**src/rtl/pipe_adder_pkg.sv**
```systemverilog
// Shared constants and elaboration helpers for the pipelined ripple-carry adder.
// Optional signed-overflow output is enabled by defining PIPE_ADDER_OVF_EN.
package pipe_adder_pkg;

    localparam int PA_WIDTH_DEF  = 8;
    localparam int PA_STAGES_DEF = 2;

    function automatic bit pa_cfg_ok(input int width, input int stages);
        return (stages >= 1) && (stages <= width) && ((width % stages) == 0);
    endfunction

    // Operand bits still pending at stage k are packed back to back: stage k keeps (stages-k) slices.
    function automatic int pa_op_off(input int k, input int stages, input int sw);
        return sw * ((k * stages) - ((k * (k - 1)) / 2));
    endfunction

    // Stage k (1..stages) keeps k finished sum slices; offsets of that triangle.
    function automatic int pa_sum_off(input int k, input int sw);
        return sw * ((k * (k - 1)) / 2);
    endfunction

    // One full adder: returns {carry_out, sum}.
    function automatic logic [1:0] pa_full_add(input logic x, input logic y, input logic ci);
        logic w_p;
        w_p = x ^ y;
        return {(x & y) | (w_p & ci), w_p ^ ci};
    endfunction

endpackage

```
**src/rtl/adder_slice.sv**
```systemverilog
// Combinational SW-bit ripple-carry adder slice built from full adders.
module adder_slice
    import pipe_adder_pkg::*;
#(
    parameter int SW = 4
) (
    input  logic [SW-1:0] i_a,
    input  logic [SW-1:0] i_b,
    input  logic          i_cin,
    output logic [SW-1:0] o_sum,
    output logic          o_cout
);

    logic       w_carry;
    logic [1:0] w_fa;

    // Ripple the carry through the slice one full adder at a time.
    always_comb begin
        w_carry = i_cin;
        w_fa    = 2'b00;
        o_sum   = '0;
        for (int i = 0; i < SW; i++) begin
            w_fa     = pa_full_add(i_a[i], i_b[i], w_carry);
            o_sum[i] = w_fa[0];
            w_carry  = w_fa[1];
        end
        o_cout = w_carry;
    end

endmodule

```
**src/rtl/pipe_adder.sv**
```systemverilog
// Pipelined ripple-carry adder: input register plus STAGES carry-chain slices.
// Define PIPE_ADDER_OVF_EN to add the registered signed-overflow output ovf.
module pipe_adder
    import pipe_adder_pkg::*;
#(
    parameter int WIDTH  = PA_WIDTH_DEF,
    parameter int STAGES = PA_STAGES_DEF
) (
    input  logic             clk,
    input  logic             rst_n,
    input  logic             en,
    input  logic             valid_in,
    input  logic [WIDTH-1:0] a,
    input  logic [WIDTH-1:0] b,
    input  logic             cin,
    output logic             valid_out,
    output logic [WIDTH-1:0] sum,
    output logic             cout
`ifdef PIPE_ADDER_OVF_EN
    ,
    output logic             ovf
`endif
);

    localparam int SW     = pa_cfg_ok(WIDTH, STAGES) ? (WIDTH / STAGES) : 1;
    localparam int OP_TOT = SW * ((STAGES * (STAGES + 1)) / 2);
    localparam int SM_TOT = OP_TOT;

    if (!pa_cfg_ok(WIDTH, STAGES)) begin : gen_cfg_err
        $error("pipe_adder: WIDTH must be a multiple of STAGES and STAGES in 1..WIDTH");
    end

    // Pending operand slices and finished sum slices, one triangle segment per stage.
    logic [OP_TOT-1:0] w_a_tri;
    logic [OP_TOT-1:0] w_b_tri;
    logic [SM_TOT-1:0] w_s_tri;
    logic [STAGES:0]   w_c;
    logic [STAGES:0]   w_v;

    logic [WIDTH-1:0] r_a0;
    logic [WIDTH-1:0] r_b0;
    logic             r_c0;
    logic             r_v0;

    // Stage 0: capture operands, carry-in and the valid tag.
    always_ff @(posedge clk or negedge rst_n) begin
        if (!rst_n) begin
            r_a0 <= '0;
            r_b0 <= '0;
            r_c0 <= 1'b0;
            r_v0 <= 1'b0;
        end else if (en) begin
            r_a0 <= a;
            r_b0 <= b;
            r_c0 <= cin;
            r_v0 <= valid_in;
        end
    end

    assign w_a_tri[WIDTH-1:0] = r_a0;
    assign w_b_tri[WIDTH-1:0] = r_b0;
    assign w_c[0]             = r_c0;
    assign w_v[0]             = r_v0;

`ifdef PIPE_ADDER_OVF_EN
    logic w_ovf;
`endif

    for (genvar k = 1; k <= STAGES; k++) begin : gen_stage
        localparam int IN_OFF = pa_op_off(k - 1, STAGES, SW);
        localparam int SO     = pa_sum_off(k, SW);

        logic [SW-1:0]   w_sl_sum;
        logic            w_sl_co;
        logic [k*SW-1:0] w_sum_nxt;
        logic [k*SW-1:0] r_sum;
        logic            r_c;
        logic            r_v;

        adder_slice #(.SW(SW)) u_slice (
            .i_a   (w_a_tri[IN_OFF +: SW]),
            .i_b   (w_b_tri[IN_OFF +: SW]),
            .i_cin (w_c[k-1]),
            .o_sum (w_sl_sum),
            .o_cout(w_sl_co)
        );

        if (k == 1) begin : gen_first
            assign w_sum_nxt = w_sl_sum;
        end else begin : gen_rest
            assign w_sum_nxt = {w_sl_sum, w_s_tri[pa_sum_off(k - 1, SW) +: (k - 1) * SW]};
        end

        // Register this slice's partial sum alongside the lower slices already done.
        always_ff @(posedge clk or negedge rst_n) begin
            if (!rst_n) begin
                r_sum <= '0;
                r_c   <= 1'b0;
                r_v   <= 1'b0;
            end else if (en) begin
                r_sum <= w_sum_nxt;
                r_c   <= w_sl_co;
                r_v   <= w_v[k-1];
            end
        end

        assign w_s_tri[SO +: k*SW] = r_sum;
        assign w_c[k]              = r_c;
        assign w_v[k]              = r_v;

        if (k < STAGES) begin : gen_fwd
            localparam int OUT_OFF = pa_op_off(k, STAGES, SW);
            localparam int FW      = (STAGES - k) * SW;

            logic [FW-1:0] r_a_hi;
            logic [FW-1:0] r_b_hi;

            // Skew the not-yet-added upper operand slices one stage forward.
            always_ff @(posedge clk or negedge rst_n) begin
                if (!rst_n) begin
                    r_a_hi <= '0;
                    r_b_hi <= '0;
                end else if (en) begin
                    r_a_hi <= w_a_tri[IN_OFF + SW +: FW];
                    r_b_hi <= w_b_tri[IN_OFF + SW +: FW];
                end
            end

            assign w_a_tri[OUT_OFF +: FW] = r_a_hi;
            assign w_b_tri[OUT_OFF +: FW] = r_b_hi;
        end

`ifdef PIPE_ADDER_OVF_EN
        if (k == STAGES) begin : gen_ovf
            logic r_ovf;

            // Carry into the MSB is a^b^sum at that bit; compare it with the carry out.
            always_ff @(posedge clk or negedge rst_n) begin
                if (!rst_n) begin
                    r_ovf <= 1'b0;
                end else if (en) begin
                    r_ovf <= w_a_tri[IN_OFF + SW - 1] ^ w_b_tri[IN_OFF + SW - 1]
                           ^ w_sl_sum[SW-1] ^ w_sl_co;
                end
            end

            assign w_ovf = r_ovf;
        end
`endif
    end

    assign sum       = w_s_tri[pa_sum_off(STAGES, SW) +: WIDTH];
    assign cout      = w_c[STAGES];
    assign valid_out = w_v[STAGES];
`ifdef PIPE_ADDER_OVF_EN
    assign ovf       = w_ovf;
`endif

endmodule

```
**config.mk**
```make
export PLATFORM = sky130hd
export DESIGN_NAME = pipe_adder
export DESIGN_NICKNAME = d
export VERILOG_FILES = /design/src/rtl/pipe_adder_pkg.sv /design/src/rtl/adder_slice.sv /design/src/rtl/pipe_adder.sv
export SDC_FILE = /design/constraint.sdc
export NUM_CORES = 1
export LEC_CHECK = 0
export CORE_AREA = 2 2 83 77
export CTS_CLUSTER_SIZE = 12
export DETAILED_ROUTE_END_ITERATION = 10
export DIE_AREA = 0 0 85 79
export SETUP_SLACK_MARGIN = 0.2
export SYNTH_ARGS = -nofsm -noshare
export SYNTH_HDL_FRONTEND = slang
export SYNTH_HIERARCHICAL = 1
export SYNTH_SLANG_ARGS = --single-unit
```
**constraint.sdc**
```tcl
create_clock -name clk -period 2.5 [get_ports clk]
set_input_delay 0.625 -clock clk [delete_from_list [all_inputs] [get_ports clk]]
set_output_delay 0.625 -clock clk [all_outputs]
set_load 0.02 [all_outputs]
```
# == Word level (Yosys, flattened, before mapping) ==
# Cells that the tools add are included.
# classes
bitwise,40
# op_table
op,count
$and A1 B1 Y1,16
$xor A1 B1 Y1,16
$or A1 B1 Y1,8
# totals
out_inout_bits,10
ff_bits,42
word_cells,52
in_bits,21

# == Longest topological paths before layout ==
# Gate-level depths: netlist of the first run.
# logic_depth
word_depth,9
mapped_depth,9
mapped_depth_nobuf,9

# == Cells and area by module ==
# The synthesis of the first run kept the hierarchy.
# modules_own_cells
mod,instances,cells_per_inst,area_each_um2,seq_area_each_um2
pipe_adder,1,89,1765.4,1051.0
adder_slice,2,14,117.6,0.0

# == Worst setup path after synthesis of the first run ==
# Ideal clock, no wire load.
# synth_timing
path_kind,reg2reg
from,register r_a0[0]
to,register gen_stage[1].r_sum[3]
required_time_ns,2.375
path_slack_ns,0.441
period_less_slack_ns,2.059
arrival_ns,1.933
path_stages_with_launch,10
n_path_buf,0
setup_time_ns,0.125
path_cell_list,dfrtp_1 -> inv_1 -> fa_1 -> inv_1 -> fa_1 -> fa_1 -> inv_1 -> fa_1 -> inv_1 -> mux2_4
# synth_between
elab_chain_len,8
elab_cells_between_ends,9
classes_between,9 x bitwise
# synth_lines
element,line,rtl
from (decl),pipe_adder.sv:40,logic [WIDTH-1:0] r_a0;
from (signal assigned),pipe_adder.sv:48,r_a0 <= '0;
from (signal assigned),pipe_adder.sv:53,r_a0 <= a;
$xor A1 B1 Y1,pipe_adder_pkg.sv:25,w_p = x ^ y;
$and A1 B1 Y1,pipe_adder_pkg.sv:26,"return {(x & y) | (w_p & ci), w_p ^ ci};"
$or A1 B1 Y1 (*),pipe_adder_pkg.sv:26,
$and A1 B1 Y1 (*),pipe_adder_pkg.sv:26,
$or A1 B1 Y1 (*),pipe_adder_pkg.sv:26,
$and A1 B1 Y1 (*),pipe_adder_pkg.sv:26,
$or A1 B1 Y1 (*),pipe_adder_pkg.sv:26,
$xor A1 B1 Y1 (*),pipe_adder_pkg.sv:26,
named net gen_stage[1].w_sl_sum[3],pipe_adder.sv:73,logic [SW-1:0] w_sl_sum;
to (signal assigned),pipe_adder.sv:101,r_sum <= w_sum_nxt;
to (decl),pipe_adder.sv:76,logic [k*SW-1:0] r_sum;
# The timed path passes the listed nets; every way through them passes the cells marked *.
# A chain may end at the register's enable or synchronous reset.

# == Worst setup path in the final report of the first run ==
# layout_timing
from,register gen_stage[1].gen_fwd.r_a_hi[0]
to,register gen_stage[2].r_sum[7] (netlist: sum[7])
# layout_between
elab_chain_len,8
elab_cells_between_ends,9
classes_between,9 x bitwise
# layout_lines
element,line,rtl
from (decl),pipe_adder.sv:115,logic [FW-1:0] r_a_hi;
from (signal assigned),pipe_adder.sv:124,r_a_hi <= w_a_tri[IN_OFF + SW +: FW];
$xor A1 B1 Y1,pipe_adder_pkg.sv:25,
$and A1 B1 Y1,pipe_adder_pkg.sv:26,
$or A1 B1 Y1 (*),pipe_adder_pkg.sv:26,
$and A1 B1 Y1 (*),pipe_adder_pkg.sv:26,
$or A1 B1 Y1 (*),pipe_adder_pkg.sv:26,
$and A1 B1 Y1 (*),pipe_adder_pkg.sv:26,
$or A1 B1 Y1 (*),pipe_adder_pkg.sv:26,
$xor A1 B1 Y1 (*),pipe_adder_pkg.sv:26,
named net gen_stage[2].w_sl_sum[3],pipe_adder.sv:73,
to (signal assigned),pipe_adder.sv:101,
to (decl),pipe_adder.sv:76,
# Marks and branches as above.

==> flow_metrics.tcl, run 1 <==
set metrics [dict create \
    synth_fp_nets 146 \
    layout_common_cells "42 x dfrtp_1, 40 x mux2_4, 28 x clkdlybuf4s50_1" \
    cts_resized 0 \
    fmax_ghz 0.458 \
    rows 27 \
    num_vias 963 \
    yosysWarnings 6 \
    die_area_um2 6720 \
    clkSinkCount 42 \
    final_common_cell "dfrtp_1" \
    status "finished, final reports clean" \
    powerDensity_nw_per_um2 821 \
    finalSetupViolations 0 \
    seqCellArea_um2 1050 \
    hold_buffers 0 \
    antenna_found_initial 0 \
    ys_seq_area_frac 0.525 \
    finalCritPeriodShare 0.874 \
    h-tree-depth 2 \
    cp_data_required_time_ns 2.73 \
    synth_area_per_cell_um2 17.1 \
    critical_path_class "reg -> reg" \
    cpMaxStageDelayCell "fa_1" \
    clock_latency_ns 0.28 \
    fin_crit_ns 2.19 \
    power_frac_clock 0.202 \
    hpwlAfterDp_um 2040 \
    ys_types 7 \
    comb_power_share 0.326 \
    via_per_inst 4.32 \
    grt_usage 0.105 \
    wl_met3_um 128 \
    sw_frac_of_total 0.280 \
    layout.nets 180 \
    wl_met1_um 1470 \
    wl_um 3060 \
    initial_core_util 0.338 \
    slew_violations 0 \
    ir_drop_uv 401 \
    drive_gt1_frac 0.351 \
    cts-buffers-inserted 5 \
    postSynthCellCount 117 \
    routed.top_layer "met4" \
    grt_pass1_wl_um 5540 \
    area_delta_synth_final_pct 19.8 \
    critPathMaxStageDelay_ns 0.41 \
    critPathMaxFanout 2 \
    cts_root_buffer "clkbuf_8" \
    die_w_um 85 \
    dr.pass1.iters 2 \
    switchingPower_uw 552 \
    final_antenna_net_count 0 \
    syn_area_um2 2000 \
    drc 0 \
    fillCellCount 549 \
    worst_slew_pin_slew_ns 0.922 \
    hold_class "in -> async" \
    slew_headroom 0.386 \
    cts.clk_slew.worst_paths_ns 0.07 \
    drv_cap 0 \
    reg2reg_setup_slack_ns 0.31 \
    cts_tree "done" \
    ys_ff_latch 42 \
    grt_max_degree 43 \
    core-area_um2 5910 \
    hold_viol 0 \
    die_h_um 79 \
    critPathLaunchType "flop" \
    total_power_uw 1970 \
    rsz0062_at_grt "no" \
    wl_met2_um 1420 \
    cp_cell_sequence "inv_1 > fa_1 > inv_1 > fa_1 > fa_1 > inv_1 > fa_1 > inv_1 > mux2_4" \
    p_int_uw 1420 \
    grt_pass1_vias 1106 \
    overflow 0 \
    routabilityCongestion 0.726 \
    multi_input_area_um2 783 \
    p_leak_uw 0.00117 \
    post_cts_buffers 0 \
    num_io_pins 31 \
    pwr-share-seq 0.472 \
    setup.worst_path.end_class "flop" \
    fin_setup_tns_ns 0 \
    finalCoreUtilization 0.405 \
    wl_per_cell_um 13.7 \
    fin_skew_ns 0.00578 \
    final.setup.worst_slack_ns 0.315 \
    cp.arrival_ns 2.41 \
    io_buffers 30 \
    diodes 0 \
    place_ws_ns 0.297 \
    initialDrtViolationCount 35 \
    cts_buffer_depth 2 \
]
## layout make-up
type / instances / area share
Clock buffer: 5 / 0.0287
Clock inverter: 2 / 0.00418
Inverter: 20 / 0.0313
Multi-Input combinational cell: 50 / 0.327
Sequential cell: 42 / 0.439
Tap cell: 72 / 0.0376
Timing Repair Buffer: 32 / 0.133
## per-stage QoR
step | cell area [µm²] | hold WS (ns) | cells
finish | 2400 | 0.477 | 223
global placement | 2310 | 0.488 | 215
floorplan | 2000 | 0.329 | 117
CTS | 2390 | 0.507 | 222
detailed placement | 2310 | 0.496 | 215
global route | 2400 | 0.534 | 223
## critical path, delay by kind of cell, from the launching register on
| kind | cells | cell delay, ns |
|---|---|---|
| adders and majority gates | 4 | 1.33 |
| buffers and inverters | 4 | 0.28 |
| DFF | 1 | 0.39 |
| muxes | 1 | 0.12 |
## power groups by stage
stage                     registers [µW]  logic [µW]  clock network [µW]
after floorplan                     1000         337                   0
after global placement               936         632                   0
after detailed placement             944         649                   0
after CTS                            933         652                 427
after global routing                 952         699                 450
final                                928         641                 398
## routing by layer
metal / vias to the layer above / global-route usage
met4: 0 / 0.0429
met1: 500 / 0.146
li1: 440 / -
met5: - / 0
met2: 21 / 0.153
met3: 2 / 0.0312
## worst paths after layout
path,startpoint,endpoint,cells past startpoint
worst max-delay path,gen_stage[1].gen_fwd.r_a_hi[0],sum[7],9
worst min-delay path,rst_n,sum[4],1
worst max register to register,gen_stage[1].gen_fwd.r_a_hi[0],sum[7],9
worst min register to register,gen_stage[1].r_v,gen_stage[1].r_v,1
max in group asynchronous,rst_n,cout,1
min in group clk,gen_stage[1].r_v,gen_stage[1].r_v,1
## cells by family (layout without fill, tap and decap cells)
kind of cell	after synthesis	count (layout)	synth area share
multiplexers	42	42	0.311
adder cells (fa/ha/maj)	8	8	0.0800
flip-flops	42	42	0.525
buffers and inverters	25	59	0.0832
## flip-flops by register name, summed over array words and instances (netlist names), 4 cells and up
register,count
gen_stage.gen_fwd.r_b_hi,4
gen_stage.r_sum,4
r_b0,8
r_a0,8
gen_stage.gen_fwd.r_a_hi,4
sum,8
## cell usage after synthesis
master | n | share of area
mux2_2 | 2 | 0.011
buf_6 | 1 | 0.0056
buf_12 | 4 | 0.040
dfrtp_1 | 42 | 0.53
mux2_4 | 40 | 0.30
fa_1 | 8 | 0.080
inv_1 | 20 | 0.038
No activity file was read; power rests on OpenSTA's default activity.
==> inputs of run 2 (changes only) <==
--- a/config.mk
+++ b/config.mk
@@ -5,10 +5,12 @@
 export SDC_FILE = /design/constraint.sdc
 export NUM_CORES = 1
 export LEC_CHECK = 0
-export CORE_AREA = 2 2 83 77
+export CORE_AREA = 2 2 74 69
+export CTS_BUF_LIST = sky130_fd_sc_hd__clkbuf_16
 export CTS_CLUSTER_SIZE = 12
 export DETAILED_ROUTE_END_ITERATION = 10
-export DIE_AREA = 0 0 85 79
+export DIE_AREA = 0 0 76 71
+export PLACE_DENSITY = 0.67
 export SETUP_SLACK_MARGIN = 0.2
 export SYNTH_ARGS = -nofsm -noshare
 export SYNTH_HDL_FRONTEND = slang
==> run 2 against run 1 <==
Maximum frequency up 1.9%. Sequential power about the same. Cell area up 2.6%. Utilization up 12 points. Final cell count down 2.7%. Non-clock buffer count up 1. Worst hold slack worse by 0.18 ns. Critical path depth unchanged. Clock power up 52%. Critical endpoint unchanged. Highest routed layer unchanged.
==> flow_metrics.tcl, run 2 (synthesis results as in run 1) <==
set metrics [dict create \
    status "finished, final reports clean" \
    hold_viol 0 \
    worst_slew_pin_slew_ns 0.476 \
    num_vias 939 \
    h-tree-depth 2 \
    critical_path_class "reg -> reg" \
    hpwlAfterDp_um 1980 \
    fmax_ghz 0.466 \
    diodes 0 \
    grt_usage 0.128 \
    cts_root_buffer "clkbuf_16" \
    num_io_pins 31 \
    drive_gt1_frac 0.382 \
    fin_setup_tns_ns 0 \
    drv_cap 0 \
    p_int_uw 1590 \
    comb_power_share 0.296 \
    core-area_um2 4650 \
    rsz0062_at_grt "no" \
    fin_skew_ns 0.00329 \
    die_h_um 71 \
    dr.pass1.iters 3 \
    routabilityCongestion 0.700 \
    cp_cell_sequence "inv_1 > fa_2 > inv_1 > fa_2 > fa_2 > inv_2 > fa_1 > inv_1 > mux2_4" \
    drc 0 \
    cts_buffer_depth 2 \
    overflow 0 \
    fillCellCount 376 \
    cts-buffers-inserted 5 \
    ir_drop_uv 364 \
    final_common_cell "dfrtp_1" \
    pwr-share-seq 0.426 \
    cp.arrival_ns 2.31 \
    initialDrtViolationCount 55 \
    critPathMaxFanout 2 \
    grt_pass1_wl_um 5330 \
    die_w_um 76 \
    slew_violations 0 \
    wl_per_cell_um 13.5 \
    grt_pass1_vias 1072 \
    sw_frac_of_total 0.269 \
    critPathTopFamily "adder cells" \
    hold_class "in -> async" \
    die_area_um2 5400 \
    finalCoreUtilization 0.528 \
    setup.worst_path.end_class "flop" \
    clkSinkCount 42 \
    wl_um 2940 \
    slew_headroom 0.683 \
    grt_max_degree 43 \
    p_leak_uw 0.00119 \
    initial_core_util 0.430 \
    finalCritPeriodShare 0.858 \
    critPathMaxStageDelay_ns 0.47 \
    cts.clk_slew.worst_paths_ns 0.06 \
    hold_ws_ns 0.297 \
    cpMaxStageDelayCell "fa_1" \
    final_antenna_net_count 0 \
    finalSetupViolations 0 \
    cp_data_required_time_ns 2.66 \
    switchingPower_uw 586 \
    powerDensity_nw_per_um2 886 \
    placed_cell_area_um2 2310 \
    critPathLaunchType "flop" \
    worstPathBufferInverterCount 4 \
    layout.nets 181 \
    clock_latency_ns 0.28 \
    io_buffers 30 \
    power_frac_clock 0.278 \
    antenna_found_initial 0 \
    layout_common_cells "42 x dfrtp_1, 40 x mux2_4, 28 x clkdlybuf4s50_1" \
    fin_crit_ns 2.15 \
    cts_tree "done" \
    via_per_inst 4.33 \
    postLayoutCellArea_um2 2460 \
    area_delta_synth_final_pct 22.9 \
    rows 24 \
]
==> run 2: worst register-to-register path: cells and delay by family (launching register included) <==
family / cells / cell delay [ns]
fa+ha+maj: 4 / 1.22
flops: 1 / 0.35
mux: 1 / 0.25
buf+inv: 4 / 0.21
==> run 2: stage by stage <==
stage / std cells / setup slack (ns) / total power (µW)
global placement: 209 / 0.358 / 1570
global route: 217 / 0.226 / 2300
floorplan: 117 / 0.441 / 1340
detailed placement: 209 / 0.330 / 1590
CTS: 216 / 0.321 / 2210
finish: 217 / 0.355 / 2180
==> run 2: layout make-up <==
type                       count  area [µm²]  share of cell area
sequential                    42        1050               0.427
tap                           65        81.3              0.0331
clock inverter                 2        10.0             0.00407
multi-input combinational     50         791               0.322
clock buffer                   5         125              0.0509
inverter                      20        75.1              0.0305
timing repair buffer          33         325               0.132
==> run 2: final timing paths <==
path	startpoint	end	slack, ns	depth (start not counted)
max in group asynchronous	rst_n	gen_stage[1].r_c	1.55	2
setup / recovery	gen_stage[1].gen_fwd.r_a_hi[0]	sum[7]	0.35	9
hold / removal	rst_n	r_a0[2]	0.30	1
min in group clk	r_a0[5]	gen_stage[1].gen_fwd.r_a_hi[1]	0.50	1
setup reg to reg	gen_stage[1].gen_fwd.r_a_hi[0]	sum[7]	0.35	9
hold reg to reg	r_a0[5]	gen_stage[1].gen_fwd.r_a_hi[1]	0.50	1
==> run 2: metal layers <==
metal  wire length, µm  up-vias  global-route usage
met5                 0        -                   0
met4                65        0              0.0606
met3               109        6              0.0421
met2              1370       20               0.188
met1              1400      471               0.172
li1                  -      442                   -
==> run 2: what timing repair did <==
item / in CTS / in global routing
hold endpoints to repair: 0 / 0
setup buffers: 0 / 1
hold buffers: 0 / 0
setup endpoints to repair: 0 / 1
gates resized for setup: 0 / 4
==> run 2: power groups by stage <==
stage / registers [µW] / clock network (µW) / logic [µW]
6_report: 927 / 606 / 646
2_1_floorplan: 1000 / 0 / 337
3_3_place_gp: 933 / 0 / 634
3_5_place_dp: 938 / 0 / 647
5_1_grt: 951 / 646 / 707
4_1_cts: 930 / 626 / 650
